===== src/rtl/counter_load_sequencer.sv =====
// Reload sequencer for a 4-bit loadable counter: queues reload values in a small FIFO
// and issues a registered load pulse with the oldest value when count_i hits trig_val_i.
module counter_load_sequencer #(
  parameter int DEPTH = 4
) (
  input  logic                     clk,
  input  logic                     reset,
  input  logic                     req_valid_i,
  input  logic [3:0]               req_val_i,
  output logic                     req_ready_o,
  input  logic                     flush_i,
  input  logic [3:0]               trig_val_i,
  input  logic [3:0]               count_i,
  output logic                     load_o,
  output logic [3:0]               load_val_o,
  output logic [$clog2(DEPTH):0]   fifo_cnt_o
);

  localparam int PW = $clog2(DEPTH);
  localparam int CW = PW + 1;

  typedef enum logic [1:0] {
    ST_IDLE  = 2'd0,
    ST_ARMED = 2'd1,
    ST_FIRE  = 2'd2
  } state_t;

  state_t          r_state;
  state_t          w_state_nxt;
  logic [3:0]      r_mem [DEPTH];
  logic [PW-1:0]   r_wr_ptr;
  logic [PW-1:0]   r_rd_ptr;
  logic [CW-1:0]   r_cnt;
  logic [CW-1:0]   w_cnt_nxt;
  logic            r_load;
  logic [3:0]      r_load_val;
  logic            w_full;
  logic            w_push;
  logic            w_pop;
  logic            w_match;

  assign w_full      = (r_cnt == CW'(DEPTH));
  assign req_ready_o = !w_full && !flush_i;
  assign w_push      = req_valid_i && req_ready_o;
  assign w_match     = (count_i == trig_val_i);

  assign load_o     = r_load;
  assign load_val_o = r_load_val;
  assign fifo_cnt_o = r_cnt;

  // State register
  always_ff @(posedge clk or negedge reset) begin
    if (!reset) begin
      r_state <= ST_IDLE;
    end else begin
      r_state <= w_state_nxt;
    end
  end

  // Next-state logic; flush overrides every transition
  always_comb begin
    w_state_nxt = r_state;
    if (flush_i) begin
      w_state_nxt = ST_IDLE;
    end else begin
      case (r_state)
        ST_IDLE:  w_state_nxt = w_push  ? ST_ARMED : ST_IDLE;
        ST_ARMED: w_state_nxt = w_match ? ST_FIRE  : ST_ARMED;
        ST_FIRE:  w_state_nxt = (w_cnt_nxt != {CW{1'b0}}) ? ST_ARMED : ST_IDLE;
        default:  w_state_nxt = ST_IDLE;
      endcase
    end
  end

  // Pop decision and next occupancy; ARMED guarantees a non-empty FIFO
  always_comb begin
    w_pop     = 1'b0;
    w_cnt_nxt = r_cnt;
    if (!flush_i && (r_state == ST_ARMED) && w_match) begin
      w_pop = 1'b1;
    end else begin
      w_pop = 1'b0;
    end
    if (flush_i) begin
      w_cnt_nxt = {CW{1'b0}};
    end else begin
      w_cnt_nxt = r_cnt + CW'(w_push) - CW'(w_pop);
    end
  end

  // FIFO storage, pointers and the registered load strobe/value
  always_ff @(posedge clk or negedge reset) begin
    if (!reset) begin
      for (int i = 0; i < DEPTH; i++) begin
        r_mem[i] <= 4'h0;
      end
      r_wr_ptr   <= {PW{1'b0}};
      r_rd_ptr   <= {PW{1'b0}};
      r_cnt      <= {CW{1'b0}};
      r_load     <= 1'b0;
      r_load_val <= 4'h0;
    end else if (flush_i) begin
      r_wr_ptr <= {PW{1'b0}};
      r_rd_ptr <= {PW{1'b0}};
      r_cnt    <= {CW{1'b0}};
      r_load   <= 1'b0;
    end else begin
      if (w_push) begin
        r_mem[r_wr_ptr] <= req_val_i;
        r_wr_ptr        <= r_wr_ptr + PW'(1);
      end
      if (w_pop) begin
        r_load_val <= r_mem[r_rd_ptr];
        r_rd_ptr   <= r_rd_ptr + PW'(1);
      end
      r_load <= w_pop;
      r_cnt  <= w_cnt_nxt;
    end
  end

endmodule


===== config.mk =====
export PLATFORM = sky130hd
export DESIGN_NAME = counter_load_sequencer
export DESIGN_NICKNAME = d
export VERILOG_FILES = /design/src/rtl/counter_load_sequencer.sv
export SDC_FILE = /design/constraint.sdc
export NUM_CORES = 1
export LEC_CHECK = 0
export ABC_AREA = 1
export CAP_MARGIN = 20
export CORE_ASPECT_RATIO = 0.7
export CORE_MARGIN = 2
export CORE_UTILIZATION = 35
export DETAILED_ROUTE_END_ITERATION = 6
export GPL_TIMING_DRIVEN = 1
export PLACE_DENSITY = 0.56
export SKIP_CTS_REPAIR_TIMING = 1
export SLEW_MARGIN = 20
export SYNTH_ARGS = -nofsm -noshare
export SYNTH_HDL_FRONTEND = slang
export SYNTH_SLANG_ARGS = --single-unit

===== constraint.sdc =====
create_clock -name clk -period 3.51 [get_ports clk]
set_input_delay 0.5265 -clock clk [delete_from_list [all_inputs] [get_ports clk]]
set_output_delay 0.5265 -clock clk [all_outputs]
set_load 0.01 [all_outputs]

# --- After elaboration in Yosys (flattened, before gate mapping) ---
# Index checks and enable logic that the tools add are counted.
op_classes:
  magnitude_cmp: 3
  n_reduce_logical: 13
  n_eq_ne: 4
  bitwise: 3
  addsub: 4
  n_mux: 19
ops:
  columns: ["op", "n"]
  rows:
  - ["16-bit bitwise mux", 1]
  - ["2-bit 2-to-1 mux", 6]
  - ["4-bit 2-to-1 mux", 3]
  - ["4-bit binary-select mux with 2-bit select", 1]
  - ["4-bit demux with 2-bit select", 1]
  - ["3-bit greater-or-equal comparator (second input constant)", 2]
  - ["3-bit 2-to-1 mux", 2]
  - ["2-bit NOT with 3-bit output", 2]
  - ["2-bit one-hot mux with 3 select lines", 1]
  - ["1-bit logical AND", 5]
  - ["2-bit by 1-bit adder with 2-bit output (second input constant)", 2]
  - ["4-bit equality test", 1]
  - ["1-bit 2-to-1 mux", 4]
  - ["2-bit AND reduction", 2]
  - ["2-bit nonzero test", 2]
  - ["3-bit by 1-bit adder with 3-bit output", 1]
  - ["3-bit equality test (second input constant)", 1]
  - ["3-bit by 1-bit less-than comparator with 1-bit output (second input constant)", 1]
  - ["3-bit nonzero test", 1]
  - ["3-bit by 1-bit subtractor with 3-bit output", 1]
  - ["2-bit by 1-bit equality test with 1-bit output (second input constant)", 1]
  - ["2-bit equality test (second input constant)", 1]
  - ["1-bit zero test", 2]
  - ["2-bit zero test", 1]
  - ["1-bit NOT", 1]
word_totals:
  output_inout_bits: 9
  inputBits: 16
  regBits: 30
  word_cells: 56

# --- Logic depth before layout (Yosys ltp) ---
# Gate-level depths: netlist of run 1.
logic_depth:
  word_depth: 11
  ltp_mapped: 15
  depth_no_buf: 15

# --- Worst setup path after synthesis of run 1 ---
# OpenSTA, ideal clock, no wires.
synth_path:
  path_type: "input to register"
  startpoint: "in flush_i"
  endpoint: "reg r_state[0]"
  t_required_ns: 3.433
  setup_ns: 0.077
  path_buffers: 1
  setup_slack_ns: 1.382
  t_arrival_ns: 2.050
  path_stages: 12
  cell_sequence: "inv_2 -> nand3_4 -> buf_8 -> xor2_1 -> ha_1 -> inv_1 -> fa_1 -> nor2_1 -> nor2_1 -> nand2_1 -> nand2_1 -> a21oi_1"
synth_between:
  elab_chain_len: 10
  elab_cells_between_ends: 14
synth_rtl:
  columns: ["item", "line_no", "source"]
  rows:
  - ["start, declared", "11", "input logic flush_i,"]
  - ["1-bit zero test", "43, 79", null]
  - ["1-bit logical AND (on tied branches)", "43, 79", null]
  - ["1-bit logical AND (on tied branches)", "44, 79", null]
  - ["3-bit by 1-bit adder with 3-bit output or 1-bit 2-to-1 mux (tied branches)", "87, 79", null]
  - ["3-bit by 1-bit subtractor with 3-bit output", "87", "w_cnt_nxt = r_cnt + CW'(w_push) - CW'(w_pop);"]
  - ["3-bit 2-to-1 mux", "84", "if (flush_i) begin"]
  - ["3-bit nonzero test", "69", "ST_FIRE: w_state_nxt = (w_cnt_nxt != {CW{1'b0}}) ? ST_ARMED : ST_IDLE;"]
  - ["1-bit 2-to-1 mux", "69", null]
  - ["2-bit one-hot mux with 3 select lines", "66", "case (r_state)"]
  - ["2-bit 2-to-1 mux (*)", "63", "if (flush_i) begin"]
  - ["via w_state_nxt[0]", "29", "state_t w_state_nxt;"]
  - ["end signal, assigned", "56", "r_state <= w_state_nxt;"]
  - ["end, declared", "28", "state_t r_state;"]
# Mark *: on every way through the listed nets, which the timed path passes. The rest lies on a longest branch.
# A chain may end at the register's enable or synchronous reset.

# --- Worst setup path in the final report of run 1 ---
# Ends and elaborated chain as after synthesis.

==> results of run 1 <==
-- metrics by stage --
stage	hold slack, ns	util	total power [mW]	cell area (um^2)
after global placement	0.467	0.435	0.711	1910
after floorplan	0.231	-	0.614	1630
final	0.480	0.467	1.14	2060
after CTS	0.485	0.467	1.16	2060
after detailed placement	0.468	0.435	0.712	1910
after global routing	0.513	0.467	1.22	2060
-- tightest hold or removal path: stages (launching register included) --
cell and delay (ns):
dfrtp_1 0.34, nand2_1 0.06, o21ai_2 0.04
-- cell families (layout without fill, tap and decap cells) --
group                    Yosys count  after routing  synth area share
AND/OR/NAND/NOR                   86             86             0.239
AO/OA/AOI/OAI                     41             41             0.136
buffers and inverters             39             68             0.103
flip-flops                        30             30             0.460
adder cells (fa/ha/maj)            6              6            0.0507
XOR/XNOR                           2              2            0.0107
-- metal layers --
| layer | share of wire | vias to the layer above | GRT usage |
|---|---|---|---|
| met5 | 0 | - | 0 |
| met4 | 0.013 | 0 | 0.0476 |
| li1 | - | 696 | - |
| met3 | 0.066 | 6 | 0.0442 |
| met2 | 0.38 | 34 | 0.198 |
| met1 | 0.54 | 605 | 0.218 |
-- registers in the layout (all words and copies together), names as in the netlist --
signal	count
fifo_cnt_o	3
load_o	1
load_val_o	4
r_mem	16
r_rd_ptr	2
r_state	2
r_wr_ptr	2
-- synthesized netlist by cell type (all sizes together) --
cell type and count:
nand2 56, inv 34, o21ai 34, dfrtp 30, nor2 19, nand3 8
a21oi 6, ha 5, buf 4, nand4 3, xor2 2, a31oi 1
clkbuf 1, fa 1
-- cell usage in the layout, fill, tap and decap left out --
master	netlist	routed
a21oi_2	1	1
nand4_1	3	3
nand2_1	55	55
clkbuf_8	0	6
o21ai_2	3	3
nor2_4	4	4
inv_2	1	1
nand3_1	7	7
nand3_4	1	1
nand2_2	1	1
o21ai_1	2	2
buf_4	2	2
a21oi_1	5	5
nor2_2	2	2
o21ai_0	29	29
fa_1	1	1
a31oi_1	1	1
ha_1	5	5
nor2_1	13	13
dfrtp_1	30	30
inv_1	33	33
clkdlybuf4s50_1	0	24
bufinv_16	0	2
xor2_1	2	2
-- how the worst max path moves through the flow --
stage             from    endpoint  cells past startpoint
6_report       flush_i  r_state[0]                     12
5_1_grt        flush_i  r_state[0]                     12
4_1_cts        flush_i  r_state[0]                     12
3_5_place_dp   flush_i  r_state[0]                     12
3_3_place_gp   flush_i  r_state[0]                     12
2_1_floorplan  flush_i  r_state[0]                     12
-- area by class of cell --
class	count	area share
Inverter	34	0.0620
Multi-Input combinational cell	135	0.346
Sequential cell	30	0.365
Clock inverter	2	0.0292
Tap cell	55	0.0335
Clock buffer	6	0.0401
Timing Repair Buffer	26	0.124
-- power breakdown --
part | total (mW) | switching (mW) | internal [mW] | leakage (nW)
clock network | 0.437 | 0.134 | 0.303 | 0.0714
logic | 0.231 | 0.132 | 0.0986 | 0.555
registers | 0.473 | 0.0414 | 0.431 | 0.394
total | 1.14 | 0.307 | 0.833 | 1.02
==> impl_metrics.yaml, run 1 <==
run_status:
  status: "finished clean"
setup_path:
  required_ns: 3.72
  cp.arrival_ns: 2.93
  endpoint_kind: "register"
  critPathBufInv: 3
  reg2reg_to: "r_state[0]"
  cp_top_family: "buffers and inverters"
  cp_slowest_cell: "clkdlybuf4s50_1"
  max_stage_delay_ns: 0.55
  critPathLaunchType: "input port"
  crit_chain: "clkdlybuf4s50_1 -> inv_2 -> nand3_4 -> xor2_1 -> ha_1 -> inv_1 -> fa_1 -> nor2_1 -> nor2_1 -> nand2_1 -> nand2_1 -> a21oi_1"
  reg2reg_depth: 12
  r2r_start: "fifo_cnt_o[1]"
  r2r_slack_ns: 1.17
  path_class: "input port to register"
  cp_max_fo: 21
grt:
  overflow: 0
  antenna_found_initial: 0
  grt_max_degree: 31
  grt_pass1_wl_um: 5660
  grt_pass1_vias: 1205
  grt_usage: 0.145
timing:
  grt_setup_unrepaired: "no"
  finalSetupViolCount: 0
  worst_pin_slew_ns: 0.440
  fin_worst_skew_ns: 0.00966
  fin_crit_ns: 2.72
  tns_ns: 0
  drv_slew: 0
  finalCritPeriodShare: 0.774
  max_freq_mhz: 368
  layout_setup_ws_ns: 0.792
  max_slew_margin: 0.706
  hold_violations: 0
detailed_routing:
  viasPerCell: 4.66
  wire_per_inst_um: 11.3
  first_pass_iters: 4
  dr_total_vias: 1341
  drt_iter0_drc: 94
  drc: 0
  finalWirelength_um: 3260
  ant_nets: 0
clock_tree:
  htree_levels: 2
  clock-sinks: 30
  cts_buffers: 5
  root_buffer: "clkbuf_8"
  clock_latency_ns: 0.29
  path_clk_slew_ns: 0.07
  clock_path_buffers: 2
  cts_tree: "yes"
layout:
  final_cells: 288
  fillers: 439
  multi_input_area_um2: 712
  final-seq-area_um2: 751
  area_growth_pct: 26.2
  diodes: 0
  drive_above_1_share: 0.0987
  fin_nets: 254
floorplanning:
  die_x_um: 85.6
  pin_count: 25
  start_util: 0.370
  dieArea_um2: 5230
  rows: 20
  die_height_um: 61.1
  design.core.area_um2: 4400
place:
  portBuffers: 24
  placed_cells: 280
  gp_congestion: 0.766
  hpwl_um: 2440
  dpl_worst_slack_ns: 0.494
synthesis:
  synth_top_area_frac: 0.460
  synth_area_leaders: "dfrtp_1 46%, nand2_1 13%, o21ai_0 8.9%, inv_1 7.6%, ha_1 3.8%"
  avgSynthCellArea_um2: 7.99
  postSynthCellCount: 204
  synth_warnings: 0
  ys_ff_latch: 30
  synth_area_um2: 1630
  ys_seq_area_frac: 0.460
  yosysTopAreaCell: "dfrtp_1"
  ys_types: 24
  syn_nets: 226
min_path:
  worstHoldEndpoint: "load_val_o[1]"
  hp-start: "load_val_o[1]"
  holdPathStages: 2
  hp-class: "register to register"
run:
  drv_cap: 0
power:
  leakagePower_nw: 1.02
  peakVddDrop_v: 0.000243
  powerDensity_nw_per_um2: 554
(Power assumes the default switching activity.)
==> run 2: changes to the inputs <==
clock period = 2.6 ns   (was 3.51 ns; I/O delays follow)
==> run 2 against run 1 <==
  * Clock power decreased by 22%
  * Die area did not move
  * Hold slack got worse by 0.0025 ns
  * Sequential power up 35%
  * Register-to-register slack lost 0.70 ns
  * Flip-flop and latch count did not move
  * Critical path depth rose by 3
  * Clock skew fell by 0.0083 ns
  * Utilization fell by 0.48 points
  * Cell area down 1.0%
==> impl_metrics.yaml, run 2 (synthesized netlist as in run 1, its figures left out) <==
grt:
  antenna_found_initial: 0
  grt_usage: 0.159
  use_met3: 0.0442
  top_usage_layer: "met1"
  grt_pass1_wl_um: 6280
  grt_max_degree: 31
  grt_pass1_vias: 1317
  overflow: 0
  globalRouteMet2Util: 0.228
  met1_usage: 0.235
floorplanning:
  die_height_um: 61.1
  rows: 20
  die_x_um: 85.6
  dieArea_um2: 5230
  design.core.area_um2: 4400
  pin_count: 25
  start_util: 0.370
setup_path:
  path_class: "input port to register"
  reg2reg_to: "r_state[0]"
  r2r_slack_ns: 0.47
  crit_end: "r_state[0]"
  critPathLaunchType: "input port"
  cp_slowest_cell: "clkdlybuf4s50_1"
  cp.arrival_ns: 2.54
  max_stage_delay_ns: 0.47
  endpoint_kind: "register"
  reg2reg_depth: 11
  required_ns: 2.80
  crit_chain: "clkdlybuf4s50_1 -> inv_1 -> nand2_1 -> nand2_1 -> nor2_1 -> nand4_1 -> xor2_1 -> ha_1 -> inv_1 -> fa_1 -> nor2_1 -> nor2_1 -> nand2_1 -> nand2_1 -> a21oi_1"
  startpoint: "count_i[2]"
  r2r_start: "r_state[1]"
  cp_max_fo: 2
  crit_top_cell: "nand2_1"
detailed_routing:
  wire_per_inst_um: 11.8
  viasPerCell: 4.56
  ant_nets: 0
  finalWirelength_um: 3460
  drt_iter0_drc: 111
  first_pass_iters: 4
  dr_total_vias: 1337
  drc: 0
timing:
  finalSetupViolCount: 0
  max_freq_mhz: 426
  hold_violations: 0
  grt_setup_unrepaired: "no"
  drv_slew: 0
  finalCritPeriodShare: 0.902
  fin_crit_ns: 2.35
  layout_setup_ws_ns: 0.255
  fin_worst_skew_ns: 0.00138
  tns_ns: 0
  max_slew_margin: 0.678
  worst_pin_slew_ns: 0.482
layout:
  drive_above_1_share: 0.109
  fin_nets: 260
  final_util: 0.462
  final_area_um2: 2040
  diodes: 0
  largest_reg_flops: 16
  fillers: 454
  mostFrequentLayoutCells: "55 x nand2_1, 33 x inv_1, 30 x dfrtp_1"
  area_growth_pct: 24.9
  regMostFlops: "r_mem"
  final_common_cell: "nand2_1"
place:
  dpl_worst_slack_ns: -0.0391
  placed_cell_area_um2: 1960
  hpwl_um: 2570
  gp_congestion: 0.762
  portBuffers: 24
clock_tree:
  root_buffer: "clkbuf_8"
  cts_tree: "yes"
  clock_latency_ns: 0.27
  clock_path_buffers: 2
  path_clk_slew_ns: 0.06
  clock-sinks: 30
  htree_levels: 2
  cts_buffers: 5
run_status:
  status: "finished clean"
min_path:
  hp-class: "register to register"
power:
  powerDensity_nw_per_um2: 641
  peakVddDrop_v: 0.000297
  power_mw: 1.30
  leakagePower_nw: 1.02
run:
  drv_cap: 0
-- run 2: cell count changes in the layout (fill, tap and decap cells not counted) --
cell       previous run  this run
bufinv_16             2         0
clkbuf_1              0         2
buf_4                 2         8
clkbuf_8              6         5
-- run 2: final cells by class --
| type | count | area [um^2] | area share |
|---|---|---|---|
| flip-flops and latches | 30 | 751 | 0.369 |
| multi-input cells | 135 | 712 | 0.350 |
| repair buffers | 32 | 300 | 0.148 |
| inverters | 34 | 128 | 0.0627 |
| clock buffers | 7 | 76.3 | 0.0375 |
| well taps | 55 | 68.8 | 0.0338 |
-- run 2: metal layers --
layer,part of all wire,vias to the layer above
li1,-,702
met1,0.58,612
met2,0.37,18
met3,0.033,5
met4,0.010,0
met5,0,-
-- run 2: through the flow --
stage | std cells | hold WS, ns
final | 293 | 0.478
after global routing | 293 | 0.518
after CTS | 293 | 0.483
after detailed placement | 286 | 0.467
after global placement | 286 | 0.471
after floorplan | 204 | 0.0944
-- run 2: worst min path at each step --
stage | endpoint | cells past startpoint | slack, ns | start
6_report | load_val_o[1] | 2 | 0.48 | load_val_o[1]
5_1_grt | load_val_o[1] | 2 | 0.52 | load_val_o[1]
4_1_cts | load_val_o[1] | 2 | 0.48 | load_val_o[1]
3_5_place_dp | load_val_o[1] | 2 | 0.47 | load_val_o[1]
3_3_place_gp | load_val_o[0] | 2 | 0.47 | load_val_o[0]
2_1_floorplan | fifo_cnt_o[0] | 0 | 0.09 | reset
-- run 2: report_power, final --
| part | leakage, nW | internal, mW | switching, mW | total [mW] |
|---|---|---|---|---|
| Combinational | 0.583 | 0.139 | 0.184 | 0.324 |
| Clock | 0.0383 | 0.184 | 0.159 | 0.343 |
| Sequential | 0.394 | 0.583 | 0.0555 | 0.638 |
| Total | 1.02 | 0.906 | 0.399 | 1.30 |
-- run 2: critical path, delay by kind of cell --
| family | cells | cell delay (ns) |
|---|---|---|
| AOI/OAI and AO/OA | 1 | 0.13 |
| buffers and inverters | 3 | 0.57 |
| xor gates and xnor gates | 1 | 0.17 |
| and+or+nand+nor | 8 | 0.69 |
| adders and majority gates | 2 | 0.59 |
